File: config.mk
export PLATFORM = sky130hd
export DESIGN_NAME = r16_pipe_elastic
export DESIGN_NICKNAME = d
export VERILOG_FILES = /design/src/rtl/r16_pipe_elastic.sv
export SDC_FILE = /design/constraint.sdc
export NUM_CORES = 1
export LEC_CHECK = 0
export BUFFER_PORTS_ARGS = -buffer_cell sky130_fd_sc_hd__buf_2
export CAP_MARGIN = 30
export CORE_UTILIZATION = 52
export DETAILED_ROUTE_END_ITERATION = 8
export GPL_TIMING_DRIVEN = 0
export PLACE_DENSITY = 0.76
export SLEW_MARGIN = 25
export SYNTH_ARGS = -nofsm -noshare
export SYNTH_HDL_FRONTEND = slang
export SYNTH_SLANG_ARGS = --single-unit
File: constraint.sdc
create_clock -name clk -period 1.7 [get_ports clk]
set_input_delay 0.34 -clock clk [delete_from_list [all_inputs] [get_ports clk]]
set_output_delay 0.34 -clock clk [all_outputs]
set_load 0.05 [all_outputs]
File: src/rtl/r16_pipe_elastic.sv
// Elastic DEPTH-stage register pipe carrying {A0, Ac, N, D} between R16 reduction sub-blocks.
// A combinational ready chain lets every stage shift when the stage ahead is empty or moving.

module r16_pipe_stage #(
   parameter int           W   = 1,
   parameter logic [W-1:0] RST = '0
) (
   input  logic         clk,
   input  logic         rst_n,
   input  logic         flush,
   input  logic         adv,
   input  logic         v_in,
   input  logic [W-1:0] d_in,
   output logic         v_nxt,
   output logic         v,
   output logic [W-1:0] d
);
   assign v_nxt = flush ? 1'b0 : (adv ? v_in : v);

   // Data only moves with a valid beat, so a held output never sees bubble data.
   always_ff @(posedge clk or negedge rst_n) begin
      if (!rst_n) begin
         v <= 1'b0;
         d <= RST;
      end else begin
         v <= v_nxt;
         if (!flush && adv && v_in) d <= d_in;
      end
   end
endmodule

module r16_pipe_elastic #(
   parameter int                 P_WIDTH = 64,
   parameter int                 DEPTH   = 4,
   parameter logic [P_WIDTH-1:0] P_ZERO  = {P_WIDTH{1'b0}},
   localparam int                CNT_W   = $clog2(DEPTH + 1)
) (
   input  logic               clk,
   input  logic               rst_n,
   input  logic               flush,
   input  logic               in_valid,
   output logic               in_ready,
   input  logic [P_WIDTH-1:0] A0_in,
   input  logic               Ac_in,
   input  logic [P_WIDTH-1:0] N_in,
   input  logic [P_WIDTH-1:0] D_in,
   output logic               out_valid,
   input  logic               out_ready,
   output logic [P_WIDTH-1:0] A0_out,
   output logic               Ac_out,
   output logic [P_WIDTH-1:0] N_out,
   output logic [P_WIDTH-1:0] D_out,
   output logic [CNT_W-1:0]   occupancy
);
   localparam int            BW  = 3 * P_WIDTH + 1;
   localparam logic [BW-1:0] RST = {P_ZERO, 1'b0, P_ZERO, P_ZERO};

   logic [DEPTH:0]             rdy;
   logic [DEPTH-1:0]           v, v_nxt, v_src;
   logic [DEPTH-1:0][BW-1:0]   d, d_src;
   logic [CNT_W-1:0]           cnt_nxt;

   assign rdy[DEPTH] = out_ready;
   assign in_ready   = rdy[0] & ~flush;

   for (genvar s = 0; s < DEPTH; s++) begin : g_stage
      assign rdy[s] = ~v[s] | rdy[s+1];
      if (s == 0) begin : g_head
         assign v_src[s] = in_valid & in_ready;
         assign d_src[s] = {A0_in, Ac_in, N_in, D_in};
      end else begin : g_body
         assign v_src[s] = v[s-1];
         assign d_src[s] = d[s-1];
      end
      r16_pipe_stage #(.W(BW), .RST(RST)) u_stage (
         .clk   (clk),
         .rst_n (rst_n),
         .flush (flush),
         .adv   (rdy[s]),
         .v_in  (v_src[s]),
         .d_in  (d_src[s]),
         .v_nxt (v_nxt[s]),
         .v     (v[s]),
         .d     (d[s])
      );
   end

   always_comb begin
      cnt_nxt = '0;
      for (int s = 0; s < DEPTH; s++) cnt_nxt = cnt_nxt + CNT_W'(v_nxt[s]);
   end

   always_ff @(posedge clk or negedge rst_n) begin
      if (!rst_n) occupancy <= '0;
      else        occupancy <= cnt_nxt;
   end

   assign out_valid                        = v[DEPTH-1];
   assign {A0_out, Ac_out, N_out, D_out}   = d[DEPTH-1];
endmodule
==> results.toml, run 1 <==
[cells_and_area]
area_growth_pct = 36.2
layout_common_cells = "dfrtp_1, buf_2, mux2_2"
final_util = 0.716
design_area_mm2 = 0.0422
register_area_mm2 = 0.0195
multi_input_area_mm2 = 0.0103
drive_above_1_share = 0.626
nNetsFinal = 2804
layout_commonest_cell = "dfrtp_1"
num-fill-cells = 3529

[routing]
wl_um = 74400
first_pass_iters = 4
drc_errors = 0
dr.first_iter.drc_count = 607
vias = 17400
wl_per_cell_um = 21.6
ant_nets = 0
vias_per_cell = 5.04

[floorplan]
die_x_um = 246
dieArea_mm2 = 0.0605
start_util = 0.526
die_h_um = 246
coreArea_mm2 = 0.0589
rows = 89
pin_count = 396

[sta]
grt_setup_unrepaired = "true"
maxSlewViolCount = 0
setup_ws_ns = -0.290
skew_ns = 0.0240
clock.fmax_mhz = 502
worst_slew_pin_slew_ns = 0.624
relSlewSlack = 0.584
finalCritPeriodShare = 1.17
period_needed_ns = 1.99
setup_viol = 778
finalHoldViolations = 69
worst_hold_slack_ns = -0.288

[setup_path]
crit_type = "reg2reg"
cp_max_fo = 7
critPathCaptureType = "register"
critPathRequiredTime_ns = 2.20
worstPathArrival_ns = 2.49
path_cells = "and4b_4 -> or3b_4 -> buf_12 -> buf_16 -> clkbuf_16 -> mux2_4"
cp-start-kind = "register"
critical-path-slowest-cell = "dfrtp_1"
cpPeakStageDelay_ns = 0.41

[yosys]
synthSimpleGateAreaFrac = 0.00210
synth_top_family_by_area = "multiplexers"
postSynthNetCount = 2051
yosys.cell_types.count = 20
ys_warn_count = 0
seq_area_frac_synth = 0.630
synthAdderAreaFrac = 0.00146
synth_compound_area_frac = 0.00101
synth_cells = 1850
synth_area_mm2 = 0.0310
ys_ff_latch = 779
synth_mux_area_frac = 0.301
synth_xor_area_frac = 0
avgSynthCellArea_um2 = 16.7

[power]
p_total_w = 0.0659
ir_drop_mv = 1.43
p_leak_nw = 20.9
power_density_mw_per_mm2 = 1560

[placement]
dpl.hpwl_um = 42500
port_buffers = 394
place_congestion = 0.768
placed_cell_area_mm2 = 0.0343
dp_worst_setup_slack_ns = -0.751

[global_routing]
grt_pass1_wl_um = 112000
grt_pass1_vias = 19400
grt_usage = 0.243
grt_max_degree = 101
antenna_found_initial = 14
overflow = 0

[clock_network]
clock_path_buffers = 3
ctsHoldBuffers = 193
htreeDepth = 3
cts.clk_slew.worst_paths_ns = 0.06
clkLatencyLatePin_ns = 0.64
cts_made_buffers = 81
clkSinkCount = 779
cts_tree = "built"
clock-root-buffer = "clkbuf_16"

[hold_path]
hp-class = "in2async"

[run_status]
violations = "negative hold slack, negative setup slack"
status = "finished with violations"

[job]
drv_cap = 0
-- cell usage after synthesis, drive strengths merged --
cell type,number,share of area
a21oi,3,0.00048
a311o,1,0.00032
a31oi,1,0.00020
and4b,1,0.00044
buf,274,0.064
clkbuf,4,0.00048
dfrtp,779,0.63
fa,1,0.00065
ha,2,0.00081
inv,2,0.00024
mux2,772,0.30
nand2b,1,0.00020
nor2,6,0.00073
nor2b,1,0.00020
nor3b,1,0.00024
or3b,1,0.00028
-- through the flow --
step,std cells,TNS (ns)
floorplan,1850,-83.12
global placement,3017,-
detailed placement,3025,-402.16
CTS,3439,-139.89
global route,3450,-172.73
finish,3450,-124.23
-- sequential cells by signal, indices dropped and copies added (netlist names) --
signal,count
g_stage.u_stage.v,4
g_stage.u_stage.d,772
occupancy,3
-- cells by family after synthesis --
group | after synthesis
DFF | 779
muxes | 772
buffers and inverters | 280
and+or+nand+nor | 11
AOI/OAI and AO/OA | 5
adders and majority gates | 3
-- metal layers --
| metal | track usage | wire length (um) |
|---|---|---|
| met1 | 0.306 | 30900 |
| met2 | 0.405 | 37500 |
| met3 | 0.0529 | 3550 |
| met4 | 0.101 | 2430 |
| met5 | 0 | 35 |
-- area by class of cell --
class                      instances  share of cell area
antenna                           11            0.000653
buffer                           271              0.0643
clock buffer                     113              0.0549
clock inverter                    33              0.0111
inverter                           2            0.000178
multi-input combinational        791               0.245
sequential                       779               0.462
tap                              773              0.0229
timing repair buffer             677               0.138
-- final timing paths --
path	start	to	slack, ns	cells after the start
max in group asynchronous	rst_n	g_stage[1].u_stage.d[117]	0.23	4
hold / removal	rst_n	g_stage[3].u_stage.d[11]	-0.29	1
hold reg to reg	g_stage[0].u_stage.d[167]	g_stage[1].u_stage.d[167]	0.48	1
min in group clk	out_ready	g_stage[3].u_stage.v	0.09	4
setup / recovery	g_stage[2].u_stage.v	g_stage[1].u_stage.d[123]	-0.29	6
setup reg to reg	g_stage[2].u_stage.v	g_stage[1].u_stage.d[123]	-0.29	6
-- power breakdown --
group | switching, W | internal, W | total (W)
Combinational | 0.0105 | 0.00957 | 0.0201
Clock | 0.00757 | 0.0108 | 0.0184
Sequential | 0.00323 | 0.0242 | 0.0274
-- worst max-delay path: cells and delay by family, from the launching register on --
family                 cells  cell delay [ns]
DFF                        1             0.41
and+or+nand+nor            2             0.63
muxes                      1             0.29
buffers and inverters      3             0.51
-- repair_timing --
| action | CTS | global route |
|---|---|---|
| resized for setup | 265 | 187 |
| endpoints found under the setup margin | 954 | 1057 |
| cloned | 33 | 16 |
| setup buffers | 42 | 8 |
| hold endpoints to repair | 262 | 69 |
| pin swaps | 6 | 7 |
Note: power is estimated with default switching activity, not from simulation.
==> run 2: changes to the inputs <==
- CAP_MARGIN: 30 -> 20
- CORE_ASPECT_RATIO: default -> 2
==> run 2 against run 1 <==
The flow still finishes with violations (negative hold slack, negative setup slack). Die area barely moved. Design area rose by 1.3%. Sequential share of layout area fell by 0.61 points. Combinational power barely moved. Register-to-register slack got worse by 0.03 ns. Final cell count rose by 0.23%. Hold slack got worse by 0.066 ns. Setup slack got worse by 0.033 ns. Global-route usage rose by 1.5 points. Wire length rose by 6.1%.
==> results.toml, run 2 (synthesis results as in run 1) <==
[power]
power_density_mw_per_mm2 = 1490
p_int_w = 0.0429
p_leak_nw = 21.2
swShare = 0.328
seq_power_share = 0.430
p_total_w = 0.0638
p_comb_frac = 0.320
ir_drop_mv = 1.14
power.switching_w = 0.0209
clkPwrFrac = 0.250

[routing]
first_pass_iters = 4
vias_per_cell = 5.14
wl_um = 79000
vias = 17800
drc_errors = 0
ant_nets = 0
wl_per_cell_um = 22.8
dr.first_iter.drc_count = 700

[floorplan]
start_util = 0.525
pin_count = 396
dieArea_mm2 = 0.0606
coreArea_mm2 = 0.0590
die_h_um = 347
rows = 126
die_x_um = 175

[clock_network]
cts.clk_slew.worst_paths_ns = 0.06
htreeDepth = 3
cts_tree = "built"
cts_made_buffers = 69
clock_path_buffers = 3
clock-root-buffer = "clkbuf_16"
clkLatencyLatePin_ns = 0.61
clkSinkCount = 779
ctsHoldBuffers = 190

[job]
drv_cap = 0

[placement]
dpl.hpwl_um = 44800
port_buffers = 394
place_congestion = 0.785
place_inst = 3020
dp_worst_setup_slack_ns = -1.43
placed_cell_area_mm2 = 0.0343

[sta]
skew_ns = 0.0221
maxSlewViolCount = 0
period_needed_ns = 2.02
worst_hold_slack_ns = -0.354
finalCritPeriodShare = 1.19
relSlewSlack = 0.604
setup_ws_ns = -0.323
worst_slew_pin_slew_ns = 0.594
tns_ns = -140.25
clock.fmax_mhz = 494
setup_viol = 777
finalHoldViolations = 82
grt_setup_unrepaired = "true"

[hold_path]
hp-class = "in2async"

[setup_path]
critPathCaptureType = "register"
worstPathArrival_ns = 2.49
crit_family = "simple AND/OR/NAND/NOR gates"
critPathRequiredTime_ns = 2.17
path_cells = "and4b_4 -> or3b_4 -> buf_12 -> clkbuf_16 -> clkbuf_16 -> mux2_4"
cp-start-kind = "register"
critical-path-slowest-cell = "dfrtp_2"
r2r_start = "g_stage[3].u_stage.v"
path_buf_inv = 3
startpoint = "g_stage[3].u_stage.v"
cp_max_fo = 6
crit_type = "reg2reg"
cpPeakStageDelay_ns = 0.44
cpMostUsedCell = "clkbuf_16"

[cells_and_area]
layout_common_cells = "dfrtp_1, mux2_4, buf_2"
largest_reg_flops = 772
reg.largest.list = "g_stage.u_stage.d (772), g_stage.u_stage.v (4), occupancy (3)"
design_area_mm2 = 0.0427
num-fill-cells = 3546
nNetsFinal = 2836
drive_above_1_share = 0.631
area_growth_pct = 38.1
regMostFlops = "g_stage.u_stage.d"
layout_commonest_cell = "dfrtp_1"
finalNonFillerCells = 3458

[global_routing]
antenna_found_initial = 7
grt_max_degree = 102
grt_pass1_vias = 20500
grt_pass1_wl_um = 120000
overflow = 0
grt_usage = 0.258

[run_status]
status = "finished with violations"
violations = "negative hold slack, negative setup slack"
-- run 2: changes by cell type in the layout (fill, tap and decap cells not counted), moves of 10 or more --
cell and change:
buf_12 +21, buf_4 +10, buf_16 +16, mux2_2 -18, mux2_4 +18, clkbuf_16 -14
-- run 2: repair_timing --
action,4_1_cts,5_1_grt
resized for setup,401,161
hold endpoints to repair,272,82
gates cloned,46,16
setup buffers,53,18
endpoints found under the setup margin,1069,1049
pin swaps,2,10
-- run 2: cell type report --
| type | instances | area [um2] | area share |
|---|---|---|---|
| Inverter | 2 | 7.51 | 0.000176 |
| Clock buffer | 98 | 2020 | 0.0472 |
| Tap cell | 768 | 961 | 0.0225 |
| Sequential cell | 779 | 19500 | 0.456 |
| Antenna cell | 3 | 7.51 | 0.000176 |
| Timing Repair Buffer | 718 | 6620 | 0.155 |
| Multi-Input combinational cell | 791 | 10400 | 0.243 |
| Clock inverter | 25 | 284 | 0.00665 |
| Buffer | 274 | 2940 | 0.0689 |
-- run 2: path summary, 6_finish.rpt --
path	cells past startpoint	endpoint	slack, ns
hold reg to reg	1	g_stage[1].u_stage.d[10]	0.50
setup reg to reg	6	g_stage[1].u_stage.d[31]	-0.32
setup / recovery	6	g_stage[1].u_stage.d[31]	-0.32
max in group asynchronous	5	g_stage[2].u_stage.d[18]	0.09
min in group clk	2	g_stage[0].u_stage.d[156]	0.03
hold / removal	1	g_stage[1].u_stage.d[114]	-0.35
-- run 2: routing by layer --
layer	wire, um	share of wire	GRT usage	vias up
met5	38	0.00048	0	-
met4	3040	0.038	0.0919	8
met3	3540	0.045	0.0470	163
met2	43300	0.55	0.478	505
met1	29100	0.37	0.291	9270
li1	-	-	-	7811
-- run 2: through the flow --
stage                util  hold slack, ns
CTS                 0.710          -0.347
global route        0.725          -0.334
detailed placement  0.582           0.361
global placement    0.578           0.481
floorplan               -          0.0444
finish              0.725          -0.354
-- run 2: power groups by stage --
| stage | combinational (W) | clock, W | sequential (W) |
|---|---|---|---|
| 2_1_floorplan | 0.0148 | 0 | 0.0263 |
| 3_3_place_gp | 0.0178 | 0 | 0.0270 |
| 3_5_place_dp | 0.0183 | 0 | 0.0274 |
| 4_1_cts | 0.0200 | 0.0163 | 0.0272 |
| 5_1_grt | 0.0214 | 0.0170 | 0.0281 |
| 6_report | 0.0204 | 0.0160 | 0.0275 |
==> run 3: changes to the inputs <==
- CTS_CLUSTER_DIAMETER: default -> 30
- REMOVE_ABC_BUFFERS: default -> 1
- SKIP_LAST_GASP: default -> 1
==> run 3 against run 2 <==
The flow still finishes with violations (negative hold slack, negative setup slack). Setup slack worse by 0.15 ns. Total power up 8.4%. First-iteration DRC count up 47%. Hold slack better by 0.17 ns. Sequential power up 1%. Die area unchanged. Clock skew up 0.0035 ns. Design area up 0.30%. Count of clock-buffer cells in the layout up 13. Via count up 2.5%. Highest routed layer is now met4.
==> results.toml, run 3 (synthesis results as in run 1) <==
[run_status]
status = "finished with violations"
violations = "negative hold slack, negative setup slack"

[cells_and_area]
reg.largest.list = "g_stage.u_stage.d (772), g_stage.u_stage.v (4), occupancy (3)"
finalNonFillerCells = 3381
regMostFlops = "g_stage.u_stage.d"
final_util = 0.727
layout_common_cells = "dfrtp_1, mux2_4, buf_2"
num-fill-cells = 3248
drive_above_1_share = 0.623
largest_reg_flops = 772
nNetsFinal = 2720
layout_commonest_cell = "dfrtp_1"
area_growth_pct = 38.5

[global_routing]
grt_max_degree = 105
grt_pass1_wl_um = 123000
grt_usage = 0.265
antenna_found_initial = 8
grt_pass1_vias = 20500
overflow = 0

[hold_path]
hp-class = "in2async"

[job]
drv_cap = 0

[power]
power_density_mw_per_mm2 = 1610
power.switching_w = 0.0235
ir_drop_mv = 1.34
swShare = 0.339
p_leak_nw = 20.9
p_comb_frac = 0.269
seq_power_share = 0.403
p_int_w = 0.0458
clkPwrFrac = 0.329

[routing]
vias = 18200
drc_errors = 0
dr.first_iter.drc_count = 1026
ant_nets = 0
vias_per_cell = 5.38
wl_per_cell_um = 26.3
first_pass_iters = 5
wl_um = 88800

[setup_path]
worstPathArrival_ns = 2.67
critPathCaptureType = "register"
critPathRequiredTime_ns = 2.20
crit_type = "reg2reg"
cp_max_fo = 9
cp-start-kind = "register"

[clock_network]
clkLatencyLatePin_ns = 0.64
clock_path_buffers = 3
cts_made_buffers = 99
cts_tree = "built"
clock-root-buffer = "clkbuf_16"
clkSinkCount = 779
ctsHoldBuffers = 199
cts.clk_slew.worst_paths_ns = 0.07
htreeDepth = 3

[placement]
place_inst = 2799
port_buffers = 395
dpl.hpwl_um = 41700
place_congestion = 0.765

[sta]
finalCritPeriodShare = 1.28
grt_setup_unrepaired = "true"
skew_ns = 0.0256
worst_slew_pin_slew_ns = 0.753
setup_ws_ns = -0.476
maxSlewViolCount = 0
finalHoldViolations = 186
clock.fmax_mhz = 460
setup_viol = 766
worst_hold_slack_ns = -0.183
period_needed_ns = 2.18
relSlewSlack = 0.498

[floorplan]
die_h_um = 347
dieArea_mm2 = 0.0606
coreArea_mm2 = 0.0590
pin_count = 396
rows = 126
start_util = 0.525
die_x_um = 175
==> run 3: cell types whose count changed in the layout (fill, tap and decap cells not counted), sizes merged, moves of 2 or more <==
cell / before / now
diode: 3 / 9
clkinv: 15 / 23
clkbuf: 117 / 132
bufbuf: 5 / 1
clkinvlp: 4 / 8
dlygate4sd3: 190 / 195
or3b: 1 / 3
bufinv: 4 / 12
buf: 778 / 626
inv: 4 / 34
==> run 3: power by group through the flow <==
stage | Clock, W | Sequential, W | Combinational, W
detailed placement | 0 | 0.0273 | 0.0160
finish | 0.0228 | 0.0279 | 0.0186
CTS | 0.0228 | 0.0272 | 0.0176
floorplan | 0 | 0.0326 | 0.00627
global placement | 0 | 0.0269 | 0.0160
global route | 0.0238 | 0.0283 | 0.0193
==> run 3: metal layers <==
metal / wire [um] / vias to the layer above / part of all wire / GRT usage
met5: 0 / - / 0 / 0
met4: 4600 / 0 / 0.052 / 0.135
met3: 4190 / 251 / 0.047 / 0.0440
met2: 46800 / 679 / 0.53 / 0.461
met1: 33200 / 9626 / 0.37 / 0.314
li1: - / 7649 / - / -
==> run 3: stage by stage <==
stage / setup WS (ns) / instance area (um2) / power (W) / TNS (ns)
after floorplan: -14.67 / 29000 / 0.0388 / -6865.37
after global placement: -26.39 / 31900 / 0.0429 / -
after detailed placement: -1.50 / 33100 / 0.0434 / -662.72
after CTS: -0.455 / 41400 / 0.0676 / -224.58
after global routing: -0.508 / 42900 / 0.0714 / -264.87
final: -0.476 / 42900 / 0.0692 / -244.59
==> run 3: area by class of cell <==
| cell class | count | area [um2] | share of cell area |
|---|---|---|---|
| Antenna cell | 9 | 22.5 | 0.000525 |
| Clock buffer | 111 | 2660 | 0.0619 |
| Clock inverter | 75 | 973 | 0.0227 |
| Inverter | 2 | 7.51 | 0.000175 |
| Multi-Input combinational cell | 794 | 10400 | 0.244 |
| Sequential cell | 779 | 19500 | 0.455 |
| Tap cell | 768 | 961 | 0.0224 |
| Timing Repair Buffer | 843 | 8310 | 0.194 |
==> run 3: path summary, 6_finish.rpt <==
check	slack (ns)	cells past startpoint	startpoint	to
worst min-delay path	-0.18	3	rst_n	g_stage[1].u_stage.d[124]
max in group asynchronous	0.22	7	rst_n	g_stage[0].u_stage.d[168]
min in group clk	0.14	2	flush	g_stage[0].u_stage.v
worst max register to register	-0.48	9	g_stage[3].u_stage.v	g_stage[0].u_stage.d[64]
worst max-delay path	-0.48	9	g_stage[3].u_stage.v	g_stage[0].u_stage.d[64]
worst min register to register	0.48	1	g_stage[2].u_stage.d[42]	g_stage[3].u_stage.d[42]
==> run 3: worst max-delay path, cell delays in order, from the launching register on <==
cell	delay, ns
dfrtp_2	0.41
buf_6	0.13
and4b_4	0.25
a21oi_4	0.21
buf_4	0.14
buf_6	0.11
buf_16	0.11
buf_16	0.14
buf_16	0.15
mux2_2	0.36
==> run 3: timing repair <==
action	CTS	global route
pin swaps	4	7
setup endpoints to repair	855	935
gates cloned	28	25
resized for setup	269	212
buffers inserted	105	47
endpoints found under the hold margin	338	186
